File: src/rtl/alu_exec_unit_if.sv
`default_nettype none
// +------------------------------------------------------------------+
// | alu_exec_unit_if : issue/writeback handshake bundle for the EX ALU |
// | Revision 1.0                                                      |
// +------------------------------------------------------------------+
interface alu_exec_unit_if #(
  parameter int XLEN = 32
);
  logic            InValid;
  logic            InReady;
  logic [3:0]      AluSel;
  logic [XLEN-1:0] A;
  logic [XLEN-1:0] B;
  logic            OutValid;
  logic            OutReady;
  logic [XLEN-1:0] Result;
  logic            Zero;

  modport master (
    output InValid, AluSel, A, B, OutReady,
    input  InReady, OutValid, Result, Zero
  );

  modport slave (
    input  InValid, AluSel, A, B, OutReady,
    output InReady, OutValid, Result, Zero
  );
endinterface
`default_nettype wire

File: src/rtl/alu_exec_unit.sv
`default_nettype none
// +------------------------------------------------------------------+
// | alu_exec_unit : multi-cycle ALU, single-cycle logic/arith,        |
// | bit-serial shifts.  Revision 1.0                                  |
// +------------------------------------------------------------------+
module alu_exec_unit #(
  parameter int XLEN = 32,
  parameter int SHW  = 5
) (
  input  wire logic        clk,
  input  wire logic        rst,
  alu_exec_unit_if.slave   bus
);
  localparam logic [3:0] c_ALU_AND  = 4'b0000;
  localparam logic [3:0] c_ALU_OR   = 4'b0001;
  localparam logic [3:0] c_ALU_ADD  = 4'b0010;
  localparam logic [3:0] c_ALU_XOR  = 4'b0011;
  localparam logic [3:0] c_ALU_SLL  = 4'b0100;
  localparam logic [3:0] c_ALU_SRL  = 4'b0101;
  localparam logic [3:0] c_ALU_SUB  = 4'b0110;
  localparam logic [3:0] c_ALU_SLT  = 4'b0111;
  localparam logic [3:0] c_ALU_SLTU = 4'b1000;
  localparam logic [3:0] c_ALU_SRA  = 4'b1001;
  localparam logic [3:0] c_ALU_PASS = 4'b1010;

  typedef enum logic [1:0] {
    S_IDLE  = 2'd0,
    S_SHIFT = 2'd1,
    S_DONE  = 2'd2
  } state_t;

  state_t          r_state;
  logic [3:0]      r_op;
  logic [SHW-1:0]  r_count;
  logic [XLEN-1:0] r_result;
  logic            r_in_ready;
  logic            r_out_valid;

  logic [XLEN-1:0] w_alu;
  logic [XLEN-1:0] w_shift;
  logic            w_is_shift;

  assign w_is_shift = (bus.AluSel == c_ALU_SLL) || (bus.AluSel == c_ALU_SRL) ||
                      (bus.AluSel == c_ALU_SRA);

  always_comb begin
    w_alu = bus.B;
    case (bus.AluSel)
      c_ALU_ADD:  w_alu = bus.A + bus.B;
      c_ALU_SUB:  w_alu = bus.A - bus.B;
      c_ALU_AND:  w_alu = bus.A & bus.B;
      c_ALU_OR:   w_alu = bus.A | bus.B;
      c_ALU_XOR:  w_alu = bus.A ^ bus.B;
      c_ALU_SLT:  w_alu = XLEN'($signed(bus.A) < $signed(bus.B));
      c_ALU_SLTU: w_alu = XLEN'(bus.A < bus.B);
      default:    w_alu = bus.B;
    endcase
  end

  // One-bit step of the serial shifter; r_op only holds a shift code while in S_SHIFT
  always_comb begin
    w_shift = r_result;
    case (r_op)
      c_ALU_SLL: w_shift = {r_result[XLEN-2:0], 1'b0};
      c_ALU_SRL: w_shift = {1'b0, r_result[XLEN-1:1]};
      default:   w_shift = {r_result[XLEN-1], r_result[XLEN-1:1]};
    endcase
  end

  always_ff @(posedge clk) begin
    if (rst) begin
      r_state     <= S_IDLE;
      r_op        <= 4'd0;
      r_count     <= '0;
      r_result    <= '0;
      r_in_ready  <= 1'b1;
      r_out_valid <= 1'b0;
    end else begin
      case (r_state)
        S_IDLE: begin
          if (bus.InValid) begin
            r_op       <= bus.AluSel;
            r_in_ready <= 1'b0;
            if (w_is_shift) begin
              r_result <= bus.A;
              r_count  <= bus.B[SHW-1:0];
              if (bus.B[SHW-1:0] == '0) begin
                r_state     <= S_DONE;
                r_out_valid <= 1'b1;
              end else begin
                r_state <= S_SHIFT;
              end
            end else begin
              r_result    <= w_alu;
              r_state     <= S_DONE;
              r_out_valid <= 1'b1;
            end
          end
        end
        S_SHIFT: begin
          r_result <= w_shift;
          r_count  <= r_count - SHW'(1);
          if (r_count == SHW'(1)) begin
            r_state     <= S_DONE;
            r_out_valid <= 1'b1;
          end
        end
        S_DONE: begin
          if (bus.OutReady) begin
            r_state     <= S_IDLE;
            r_out_valid <= 1'b0;
            r_in_ready  <= 1'b1;
          end
        end
        default: begin
          r_state     <= S_IDLE;
          r_in_ready  <= 1'b1;
          r_out_valid <= 1'b0;
        end
      endcase
    end
  end

  assign bus.InReady  = r_in_ready;
  assign bus.OutValid = r_out_valid;
  assign bus.Result   = r_result;
  assign bus.Zero     = (r_result == '0);
endmodule
`default_nettype wire
File: src/flat_wrapper.sv
// flat-port wrapper written by rule: the top's interface ports become plain ports
module alu_exec_unit_flat 
#(
  parameter int XLEN = 32,
  parameter int SHW  = 5
)
  (clk, rst, bus_InValid, bus_AluSel, bus_A, bus_B, bus_OutReady, bus_InReady, bus_OutValid, bus_Result, bus_Zero);
  alu_exec_unit_if #(.XLEN(XLEN)) bus_i ();
  input  wire logic clk;
  input  wire logic rst;
  input wire logic [$bits(bus_i.InValid)-1:0] bus_InValid;
  input wire logic [$bits(bus_i.AluSel)-1:0] bus_AluSel;
  input wire logic [$bits(bus_i.A)-1:0] bus_A;
  input wire logic [$bits(bus_i.B)-1:0] bus_B;
  input wire logic [$bits(bus_i.OutReady)-1:0] bus_OutReady;
  output wire logic [$bits(bus_i.InReady)-1:0] bus_InReady;
  output wire logic [$bits(bus_i.OutValid)-1:0] bus_OutValid;
  output wire logic [$bits(bus_i.Result)-1:0] bus_Result;
  output wire logic [$bits(bus_i.Zero)-1:0] bus_Zero;
  assign bus_i.InValid = bus_InValid;
  assign bus_i.AluSel = bus_AluSel;
  assign bus_i.A = bus_A;
  assign bus_i.B = bus_B;
  assign bus_i.OutReady = bus_OutReady;
  assign bus_InReady = bus_i.InReady;
  assign bus_OutValid = bus_i.OutValid;
  assign bus_Result = bus_i.Result;
  assign bus_Zero = bus_i.Zero;
  alu_exec_unit #(.XLEN(XLEN), .SHW(SHW)) u_core (.clk(clk), .rst(rst), .bus(bus_i));
endmodule
File: config.mk
export PLATFORM = sky130hd
export DESIGN_NAME = alu_exec_unit_flat
export DESIGN_NICKNAME = d
export VERILOG_FILES = /design/src/rtl/alu_exec_unit_if.sv /design/src/rtl/alu_exec_unit.sv /design/src/flat_wrapper.sv
export SDC_FILE = /design/constraint.sdc
export NUM_CORES = 1
export LEC_CHECK = 0
export BUFFER_PORTS_ARGS = -buffer_cell sky130_fd_sc_hd__buf_2
export CORE_MARGIN = 8
export CORE_UTILIZATION = 53
export CTS_BUF_LIST = sky130_fd_sc_hd__clkbuf_16
export DETAILED_ROUTE_END_ITERATION = 8
export PLACE_DENSITY = 0.83
export SYNTH_ARGS = -nofsm -noshare
export SYNTH_HDL_FRONTEND = slang
export SYNTH_SLANG_ARGS = --single-unit
File: constraint.sdc
create_clock -name clk -period 3.95 [get_ports clk]
set_clock_uncertainty 0.05 [all_clocks]
set_input_delay 0.79 -clock clk [delete_from_list [all_inputs] [get_ports clk]]
set_output_delay 0.79 -clock clk [all_outputs]
set_load 0.01 [all_outputs]
==> out/metrics.cfg <==
[yosys]
synth_seq_area_share_pct=10.9
syn_inst=1225
synth_area_mm2=0.00828
synth_cell_types=80
synth_edf_count=0
ys_async_sr_fraction_pct=0
ys_warn_count=0
ys_ff_latch=45
yosys_most_used_dff=dfxtp_1
syn_avg_cell_area_um2=6.76
syn-num-nets=1414

[clock_tree]
cts_buffers=5
holdBufCountCts=0
clkLatencyLatePin_ns=0.31
clock_path_buffers=2
clk_pin_slew_ns=0.08
cts-root-buf=clkbuf_16
cts.sinks=45
cts_tree=done
ctsHtreeMaxLevel=2
post_cts_buffers=0
post_cts_resized=0

[critical_path]
start_kind=primary input
arrival_ns=3.76
regToRegEndpoint=u_core.bus.Result[9]$_SDFFE_PP0P_
worst_r2r_path_depth=10
cp.required_ns=4.13
r2r_start=u_core.r_state[1]$_SDFFE_PP0P_
crit_type=primary input to flop
crit_fanout=6
reg2reg_slack_ns=1.15
worst_setup_path_end_kind=flop

[timing]
fin_crit_sh_pct=90.7
relSlewSlack_pct=43.3
setup_violations=0
slew_viol_final=0
hold_viol=0
worstMarginPinSlew_ns=0.847
fmax_mhz=279
finalSetupTns_ns=0
rsz0062_at_grt=no
min_period_ns=3.58

[hold_path]
hp-class=flop to flop
hold_start=u_core.r_op[2]$_SDFFE_PP0P_
hold_end=u_core.r_op[2]$_SDFFE_PP0P_
hold_depth=2

[global_routing]
track_usage_pct=32.2
overflow=0
antenna_found_initial=0
grt_pass1_vias=9704
grt_pass1_wl_um=51800
grt_max_degree=47

[routing]
drt_first_iter_violations=1738
via_per_inst=6.85
wl_per_cell_um=21.9
drc_errors=0
dr.pass1.iters=6
ant_nets=0
via_count=10400
finalWirelength_um=33200

[layout]
num_antenna_cells=0
final_cell_mix=a21oi_1, nor2_1, nand2_1, ha_1, buf_2
drive_gt1_share_pct=14.9
layout_commonest_cell=a21oi_1
syn_to_final_growth_pct=12.5
design_area_mm2=0.00931
fillers=1468
nets=1494

[die]
rows=45
die_w_um=141
dieArea_mm2=0.0199
io_pins=107
start_util_pct=54.2
core_area_mm2=0.0153
die_h_um=141

[run]
cap_violations=0

[power]
p_total_mw=2.64
power.leakage_nw=4.26
worst_ir_drop_vdd_v=0.000186
powerDensity_mw_per_mm2=284

[status]
status=finished, final reports clean

[placed_design]
place_hpwl_um=25300
placed_area_mm2=0.00914
io_buffers=106
routabilityCongestion=1.02

[cell usage after synthesis (all sizes together), types with 10 or more instances]
master | number | area, um^2
a21oi | 143 | 716
nor2 | 131 | 492
nand2 | 117 | 439
ha | 115 | 1440
inv | 97 | 364
o21ai | 76 | 380
clkbuf | 67 | 251
dfxtp | 45 | 901
nor3 | 33 | 165
a31oi | 25 | 163
nand3 | 25 | 125
nor4 | 22 | 138
a21o | 20 | 150
o211ai | 19 | 148
o221ai | 18 | 158
mux2i | 17 | 170
a211oi | 16 | 120
buf | 16 | 82.6
a311o | 13 | 130
o21bai | 13 | 97.6
o31ai | 13 | 121
o21a | 12 | 90.1
nor2b | 11 | 68.8
nand4 | 10 | 62.6
[final cells by class]
class	count	area, um^2	area share (%)
multi-input combinational	999	6700	72.0
timing repair buffer	156	906	9.73
sequential	45	901	9.68
inverter	98	368	3.95
tap	211	264	2.84
clock buffer	5	125	1.34
clock inverter	3	42.5	0.457
[per-stage QoR]
stage	hold WS [ns]	util [%]	std cells	worst slack, ns
2_1_floorplan	0.382	-	1225	0.523
3_3_place_gp	0.390	59.9	1509	0.186
3_5_place_dp	0.401	59.9	1509	0.0573
4_1_cts	0.411	61.0	1517	0.404
5_1_grt	0.424	61.0	1517	0.164
6_report	0.413	61.0	1517	0.368
[state kept, by name, summed over array words and instances, names as in the netlist]
name                 flops
u_core.bus.Result       32
u_core.r_count           5
u_core.r_op              4
u_core.r_state           2
u_core.bus.InReady       1
u_core.bus.OutValid      1
[cell families (layout without fill, tap and decap cells)]
| group | count (synthesis) | after routing | share of synthesized area (%) |
|---|---|---|---|
| fa+ha+maj | 117 | 117 | 17.9 |
| simple gates | 385 | 385 | 20.9 |
| buf+inv | 181 | 262 | 8.48 |
| compound gates | 468 | 468 | 38.5 |
| xor+xnor | 11 | 11 | 1.16 |
| flops | 45 | 45 | 10.9 |
| mux | 18 | 18 | 2.19 |
[worst max-delay path, cell delays in order]
cell and delay (ns):
buf_2 0.16, inv_1 0.10, ha_1 0.35, a211oi_1 0.27
o21bai_1 0.20, o21ai_1 0.27, o31a_1 0.28, a21oi_1 0.16
a311oi_2 0.46, o21ai_1 0.20, xnor2_1 0.18, a21oi_1 0.09
a211oi_1 0.24
[worst max path at each step]
stage	start	to	slack, ns	cells after the start
finish	bus_B[1]	u_core.bus.Result[29]$_SDFFE_PP0P_	0.37	13
global route	bus_B[2]	u_core.bus.Result[23]$_SDFFE_PP0P_	0.16	13
CTS	bus_B[2]	u_core.bus.Result[31]$_SDFFE_PP0P_	0.40	13
detailed placement	bus_B[2]	u_core.bus.Result[31]$_SDFFE_PP0P_	0.06	13
global placement	bus_B[2]	u_core.bus.Result[31]$_SDFFE_PP0P_	0.19	13
floorplan	bus_B[2]	u_core.bus.Result[31]$_SDFFE_PP0P_	0.52	13
[metal layers]
metal  wire [um]  global-route usage (%)  vias to the layer above
li1            -                       -                     4630
met4        1690                    17.1                        0
met1       12800                    40.5                     4719
met3        4820                    9.39                      166
met2       13900                    48.8                      882
met5           0                       0                        -
[report_power, final]
| group | internal [mW] | switching [mW] | leakage, nW |
|---|---|---|---|
| sequential | 0.532 | 0.135 | 0.373 |
| combinational | 0.538 | 0.913 | 3.80 |
| clock | 0.299 | 0.226 | 0.0852 |
| total | 1.37 | 1.27 | 4.26 |
Note: power is estimated with default switching activity, not from simulation.
